File: config.mk
export PLATFORM = sky130hd
export DESIGN_NAME = host_bfm_tag_scheduler_flat
export DESIGN_NICKNAME = d
export VERILOG_FILES = /design/src/rtl/host_bfm_types_pkg.sv /design/src/rtl/host_bfm_tag_scheduler_if.sv /design/src/rtl/host_bfm_tag_fifo.sv /design/src/rtl/host_bfm_tag_scheduler.sv /design/src/flat_wrapper.sv
export SDC_FILE = /design/constraint.sdc
export NUM_CORES = 2
export LEC_CHECK = 0
export ABC_AREA = 0
export CORE_AREA = 2 2 526 528
export DETAILED_ROUTE_END_ITERATION = 6
export DIE_AREA = 0 0 528 530
export PLACE_DENSITY = 0.63
export SYNTH_ARGS = -nofsm -noshare
export SYNTH_HDL_FRONTEND = slang
export SYNTH_SLANG_ARGS = --single-unit
File: constraint.sdc
create_clock -name clk -period 21.7 [get_ports clk]
set_input_delay 4.34 -clock clk [delete_from_list [all_inputs] [get_ports clk]]
set_output_delay 4.34 -clock clk [all_outputs]
set_load 0.005 [all_outputs]
File: src/rtl/host_bfm_types_pkg.sv
// Shared types for the host BFM: PCIe request tag type and tag-scheduler state encoding.
package host_bfm_types_pkg;
  localparam int TAG_W    = 10;
  localparam int MAX_TAGS = 1024;

  typedef logic [TAG_W-1:0] packet_tag_t;

  typedef enum logic {TS_INIT, TS_RUN} tag_sched_state_e;
endpackage

File: src/rtl/host_bfm_tag_scheduler_if.sv
// Request/grant and completion bus between BFM request generators and the tag scheduler.
interface host_bfm_tag_scheduler_if #(parameter int NUM_REQ = 4);
  import host_bfm_types_pkg::*;

  logic [NUM_REQ-1:0] req;
  logic [NUM_REQ-1:0] gnt;
  packet_tag_t        gnt_tag;
  logic               cpl_valid;
  packet_tag_t        cpl_tag;
  logic               cpl_last;

  modport master (output req, cpl_valid, cpl_tag, cpl_last, input gnt, gnt_tag);
  modport slave  (input req, cpl_valid, cpl_tag, cpl_last, output gnt, gnt_tag);
endinterface

File: src/rtl/host_bfm_tag_fifo.sv
// Free-tag FIFO: show-ahead head, same-cycle push+pop, pointers wrap at an arbitrary DEPTH.
module host_bfm_tag_fifo
  import host_bfm_types_pkg::*;
#(
  parameter  int DEPTH = 256,
  localparam int CNT_W = $clog2(DEPTH+1),
  localparam int PTR_W = (DEPTH > 1) ? $clog2(DEPTH) : 1
) (
  input  logic             clk,
  input  logic             rst,
  input  logic             push,
  input  packet_tag_t      push_data,
  input  logic             pop,
  output packet_tag_t      head,
  output logic             empty,
  output logic [CNT_W-1:0] count
);
  packet_tag_t      mem [DEPTH];
  logic [PTR_W-1:0] wr_ptr, rd_ptr;
  logic             do_push, do_pop;

  function automatic logic [PTR_W-1:0] bump(input logic [PTR_W-1:0] p);
    return (p == PTR_W'(DEPTH-1)) ? '0 : p + 1'b1;
  endfunction

  assign empty   = (count == '0);
  assign do_pop  = pop && !empty;
  // a full FIFO still accepts a push when the same cycle pops
  assign do_push = push && ((count != CNT_W'(DEPTH)) || do_pop);
  assign head    = mem[rd_ptr];

  always_ff @(posedge clk)
    if (do_push) mem[wr_ptr] <= push_data;

  always_ff @(posedge clk or posedge rst) begin
    if (rst) begin
      wr_ptr <= '0;
      rd_ptr <= '0;
      count  <= '0;
    end else begin
      if (do_push) wr_ptr <= bump(wr_ptr);
      if (do_pop)  rd_ptr <= bump(rd_ptr);
      case ({do_push, do_pop})
        2'b10:   count <= count + 1'b1;
        2'b01:   count <= count - 1'b1;
        default: count <= count;
      endcase
    end
  end
endmodule

File: src/rtl/host_bfm_tag_scheduler.sv
// Round-robin requester arbiter that binds a free PCIe tag to each grant and
// recycles tags on their final completion.
module host_bfm_tag_scheduler
  import host_bfm_types_pkg::*;
#(
  parameter  int NUM_REQ   = 4,
  parameter  int TAG_COUNT = 256,
  localparam int CNT_W     = $clog2(TAG_COUNT+1)
) (
  input  logic                      clk,
  input  logic                      rst,
  host_bfm_tag_scheduler_if.slave   bus,
  output logic                      init_done,
  output logic [CNT_W-1:0]          outstanding,
  output logic                      err_free_unused,
  output logic                      err_tag_range
);
  localparam int RR_W = (NUM_REQ > 1) ? $clog2(NUM_REQ) : 1;

  tag_sched_state_e     state, state_nxt;
  packet_tag_t          init_cnt;
  logic [RR_W-1:0]      rr_ptr, winner;
  logic                 found;
  logic [2*NUM_REQ-1:0] req_dbl;
  logic [NUM_REQ-1:0]   rot;
  logic [TAG_COUNT-1:0] in_use, in_use_nxt;
  logic                 grant, rel_try, in_range, cpl_used, rel_ok;
  logic                 fifo_push;
  packet_tag_t          fifo_data, head;
  logic                 fifo_empty;
  logic [CNT_W-1:0]     fifo_count;

  host_bfm_tag_fifo #(.DEPTH(TAG_COUNT)) u_fifo (
    .clk       (clk),
    .rst       (rst),
    .push      (fifo_push),
    .push_data (fifo_data),
    .pop       (grant),
    .head      (head),
    .empty     (fifo_empty),
    .count     (fifo_count)
  );

  // rotate requests so bit 0 is rr_ptr; the lowest set bit is the winner offset
  always_comb begin
    req_dbl = {bus.req, bus.req} >> rr_ptr;
    rot     = req_dbl[NUM_REQ-1:0];
    found   = 1'b0;
    winner  = rr_ptr;
    for (int k = 0; k < NUM_REQ; k++) begin
      if (!found && rot[k]) begin
        found  = 1'b1;
        winner = (int'(rr_ptr) + k >= NUM_REQ) ? RR_W'(int'(rr_ptr) + k - NUM_REQ)
                                               : RR_W'(int'(rr_ptr) + k);
      end
    end
  end

  assign in_range = int'(bus.cpl_tag) < TAG_COUNT;
  assign rel_try  = bus.cpl_valid && bus.cpl_last && (state == TS_RUN);
  // bitmap is read pre-grant, so releasing the tag granted this cycle counts as unused
  assign rel_ok   = rel_try && in_range && cpl_used;

  always_comb begin
    cpl_used = 1'b0;
    for (int t = 0; t < TAG_COUNT; t++)
      if (bus.cpl_tag == packet_tag_t'(t)) cpl_used = in_use[t];
  end

  always_comb begin
    in_use_nxt = in_use;
    for (int t = 0; t < TAG_COUNT; t++) begin
      if (grant && head == packet_tag_t'(t))           in_use_nxt[t] = 1'b1;
      if (rel_ok && bus.cpl_tag == packet_tag_t'(t))   in_use_nxt[t] = 1'b0;
    end
  end

  always_comb begin
    state_nxt = state;
    grant     = 1'b0;
    fifo_push = 1'b0;
    fifo_data = bus.cpl_tag;
    case (state)
      TS_INIT: begin
        fifo_push = 1'b1;
        fifo_data = init_cnt;
        if (init_cnt == packet_tag_t'(TAG_COUNT-1)) state_nxt = TS_RUN;
      end
      TS_RUN: begin
        grant     = found && !fifo_empty;
        fifo_push = rel_ok;
      end
      default: state_nxt = TS_INIT;
    endcase
  end

  always_comb begin
    bus.gnt = '0;
    for (int i = 0; i < NUM_REQ; i++)
      bus.gnt[i] = grant && (winner == RR_W'(i));
  end

  assign bus.gnt_tag = head;
  assign init_done   = (state == TS_RUN);

  always_ff @(posedge clk or posedge rst) begin
    if (rst) begin
      state           <= TS_INIT;
      init_cnt        <= '0;
      rr_ptr          <= '0;
      in_use          <= '0;
      outstanding     <= '0;
      err_free_unused <= 1'b0;
      err_tag_range   <= 1'b0;
    end else begin
      state  <= state_nxt;
      in_use <= in_use_nxt;
      if (state == TS_INIT) init_cnt <= init_cnt + 1'b1;
      if (grant) rr_ptr <= (winner == RR_W'(NUM_REQ-1)) ? '0 : winner + 1'b1;
      if (grant && !rel_ok)      outstanding <= outstanding + 1'b1;
      else if (rel_ok && !grant) outstanding <= outstanding - 1'b1;
      if (bus.cpl_valid && !in_range) err_tag_range <= 1'b1;
      if ((rel_try && in_range && !cpl_used) ||
          (state == TS_INIT && bus.cpl_valid && bus.cpl_last))
        err_free_unused <= 1'b1;
    end
  end

  a_pool_conserved: assert property (@(posedge clk) disable iff (rst)
    (state == TS_RUN) |-> (int'(outstanding) + int'(fifo_count) == TAG_COUNT));
endmodule

File: src/flat_wrapper.sv
// flat-port wrapper written by rule: the top's interface ports become plain ports
module host_bfm_tag_scheduler_flat import host_bfm_types_pkg::*;
#(
  parameter  int NUM_REQ   = 4,
  parameter  int TAG_COUNT = 256,
  localparam int CNT_W     = $clog2(TAG_COUNT+1)
)
  (clk, rst, init_done, outstanding, err_free_unused, err_tag_range, bus_req, bus_cpl_valid, bus_cpl_tag, bus_cpl_last, bus_gnt, bus_gnt_tag);
  host_bfm_tag_scheduler_if #(.NUM_REQ(NUM_REQ)) bus_i ();
  input  logic clk;
  input  logic rst;
  output logic init_done;
  output logic [CNT_W-1:0] outstanding;
  output logic err_free_unused;
  output logic err_tag_range;
  input wire logic [$bits(bus_i.req)-1:0] bus_req;
  input wire logic [$bits(bus_i.cpl_valid)-1:0] bus_cpl_valid;
  input wire logic [$bits(bus_i.cpl_tag)-1:0] bus_cpl_tag;
  input wire logic [$bits(bus_i.cpl_last)-1:0] bus_cpl_last;
  output wire logic [$bits(bus_i.gnt)-1:0] bus_gnt;
  output wire logic [$bits(bus_i.gnt_tag)-1:0] bus_gnt_tag;
  assign bus_i.req = bus_req;
  assign bus_i.cpl_valid = bus_cpl_valid;
  assign bus_i.cpl_tag = bus_cpl_tag;
  assign bus_i.cpl_last = bus_cpl_last;
  assign bus_gnt = bus_i.gnt;
  assign bus_gnt_tag = bus_i.gnt_tag;
  host_bfm_tag_scheduler #(.NUM_REQ(NUM_REQ), .TAG_COUNT(TAG_COUNT)) u_core (.clk(clk), .rst(rst), .bus(bus_i), .init_done(init_done), .outstanding(outstanding), .err_free_unused(err_free_unused), .err_tag_range(err_tag_range));
endmodule
==> results_dict.tcl <==
set metrics [dict create \
    slowest_stage "buf_4" \
    tightest_slew_ps 1380 \
    crit_path_end_kind "output pin" \
    synthFlopType "edfxtp_1" \
    synthesis.nets 5835 \
    numCtsBuffers 309 \
    final_cell_mix "2560 x edfxtp_1, 850 x mux4_2, 550 x a21oi_1" \
    p_per_area_nw_per_um2 85.6 \
    drtIter0Drc 8018 \
    grt-ovfl-total 0 \
    drtPass1Iterations 7 \
    dpl.hpwl_mm 183 \
    cts_resized 0 \
    criticalPathCategory "reg -> out" \
    cts_buffer_depth 4 \
    setup_viol 0 \
    root_buffer "clkbuf_16" \
    hold_path.class "reg -> reg" \
    period_share 0.546 \
    stdcell_count 9741 \
    fin_setup_tns_ps 0 \
    cts_tree "yes" \
    wl_per_cell_um 31.2 \
    cts.sinks 2865 \
    grt_max_degree 157 \
    hold_viol_final 0 \
    setup_ws_ps 9860 \
    yosys_register_bits 2865 \
    dp.cells 9190 \
    gp_congestion 0.974 \
    critPathLaunchType "flip-flop" \
    place.port_buffers 43 \
    antenna_left 0 \
    post_cts_buffers 0 \
    num_io_pins 44 \
    rows 193 \
    final_common_cell "edfxtp_1" \
    cp_num_buf_inv 4 \
    grt_usage 0.216 \
    crit_family "buffers and inverters" \
    rsz0062_at_grt "no" \
    drv_cap 0 \
    nets 5933 \
    crit_path_cell_trace "buf_4 > buf_4 > buf_4 > mux4_2 > mux4_2 > mux4_2 > mux4_2 > clkdlybuf4s50_1" \
    ys_async_sr_fraction 0.106 \
    remaining_drc_errors 0 \
    die_w_um 528 \
    yosysWarnings 0 \
    slew_headroom 0.0746 \
    clock.fmax_mhz 84.4 \
    grt_pass1_vias 59200 \
    area_delta_synth_final_pct 12.2 \
    pre_cts_ws_ps 10230 \
    syn_avg_cell_area_um2 19.8 \
    required_ps 17360 \
    synth-edff-count 2560 \
    ys_seq_area_frac 0.736 \
    dieHeight_um 530 \
    status "complete, no violations" \
    fin_area_um2 129000 \
    vias 59500 \
    die-area_um2 280000 \
    place_area_um2 119000 \
    ys_types 93 \
    finClkSkew_ps 88.1 \
    grt_pass1_wl_mm 438 \
    crit_arrival_ps 7500 \
    cts_hold_buf 0 \
    drive_above_1_share 0.244 \
    leakagePower_nw 35.5 \
    syn-cell-area_um2 115000 \
    antenna_found_initial 18 \
    cpPeakStageDelay_ps 910 \
    synthCells 5796 \
    viasPerCell 6.11 \
    final_max_slew_viol_count 0 \
    initial_core_util 0.418 \
    clkTransAtPathRegs_ps 60 \
    clk_latency_ps 890 \
    fp.coreArea_um2 275000 \
    crit_fanout 49 \
    wl_mm 304 \
    vdd_drop_max_mv 0.0770 \
    cts_max_level 5 \
    period_needed_ps 11840 \
    crit_path_frequent_cell "mux4_2" \
]
logic make-up after synthesis:
| family | count (synthesis) | share of synthesized area |
|---|---|---|
| AO/OA/AOI/OAI | 818 | 0.0415 |
| XOR/XNOR | 34 | 0.00259 |
| adder cells (fa/ha/maj) | 21 | 0.00235 |
| buffers and inverters | 404 | 0.0158 |
| flip-flops | 2865 | 0.736 |
| multiplexers | 874 | 0.169 |
| AND/OR/NAND/NOR | 780 | 0.0331 |
synth_stat cells (18+ instances only):
master	n	area share
edfxtp_1	2560	0.67
mux4_2	850	0.17
a21oi_1	550	0.024
nor2_1	335	0.011
dfrtp_1	305	0.066
clkbuf_1	159	0.0052
nand2_1	139	0.0045
buf_2	137	0.0060
o21ai_0	55	0.0024
nand3_1	51	0.0022
buf_1	49	0.0016
nor3_1	40	0.0017
and2_1	31	0.0017
and3_1	31	0.0017
inv_1	29	0.00095
buf_4	21	0.0014
nand2b_1	21	0.0011
ha_1	20	0.0022
o22ai_1	20	0.0011
xnor2_1	20	0.0015
nor2_2	18	0.00098
layer usage:
metal | routed length [um] | up-vias | GRT usage
met5 | 74 | - | 0
met4 | 10100 | 10 | 0.0667
met3 | 23600 | 532 | 0.0338
met2 | 145000 | 2836 | 0.343
met1 | 125000 | 32000 | 0.308
li1 | - | 24100 | -
flip-flops by register name (all words and copies together) (netlist names), 2 cells and up:
register / flops
u_core.u_fifo.rd_ptr: 8
u_core.u_fifo.count: 9
u_core.in_use: 256
u_core.outstanding: 9
u_core.u_fifo.mem: 2560
u_core.u_fifo.wr_ptr: 8
u_core.rr_ptr: 2
u_core.init_cnt: 10
worst register-to-register path, cell delays in order (launching register included):
cell	delay, ps
dfrtp_4	780
buf_4	900
buf_4	780
buf_4	990
mux4_2	670
mux4_2	550
mux4_2	630
mux4_2	700
or3_1	810
nand2b_1	380
nor2_2	860
a21oi_1	190
a21oi_1	170
final timing paths:
check,start,to,slack (ps),cells past startpoint
worst max-delay path,u_core.u_fifo.rd_ptr[0]$_DFFE_PP0P_,bus_gnt_tag[0],9860,8
max in group asynchronous,rst,u_core.in_use[232]$_DFFE_PP0P_,15950,3
worst max register to register,u_core.u_fifo.rd_ptr[0]$_DFFE_PP0P_,u_core.in_use[142]$_DFFE_PP0P_,13140,12
worst min register to register,u_core.err_tag_range$_DFFE_PP0P_,u_core.err_tag_range$_DFFE_PP0P_,470,1
min in group asynchronous,rst,u_core.outstanding[1]$_DFFE_PP0P_,4130,2
worst min-delay path,u_core.err_tag_range$_DFFE_PP0P_,u_core.err_tag_range$_DFFE_PP0P_,470,1
layout make-up:
class,instances,area (um2)
antenna,6,15.0
clock buffer,382,8230
multi-input combinational,2527,28800
tap,3607,4510
clock inverter,163,1330
sequential,2865,84500
fill,22500,146000
inverter,32,130
timing repair buffer,159,1340
metrics by stage:
step	utilization	hold WS, ps	power (mW)
floorplan	-	451	6.07
global placement	0.434	478	6.10
detailed placement	0.434	458	6.10
CTS	0.469	477	11.1
global route	0.469	493	11.3
finish	0.469	474	11.0
report_power, final:
| group | total [mW] | switching, mW | internal, mW | leakage [nW] |
|---|---|---|---|---|
| Clock | 5.03 | 2.12 | 2.92 | 4.70 |
| Sequential | 5.92 | 0.0000840 | 5.92 | 23.9 |
| Combinational | 0.0627 | 0.0483 | 0.0144 | 6.93 |
Power figures use the tool's default switching activity.
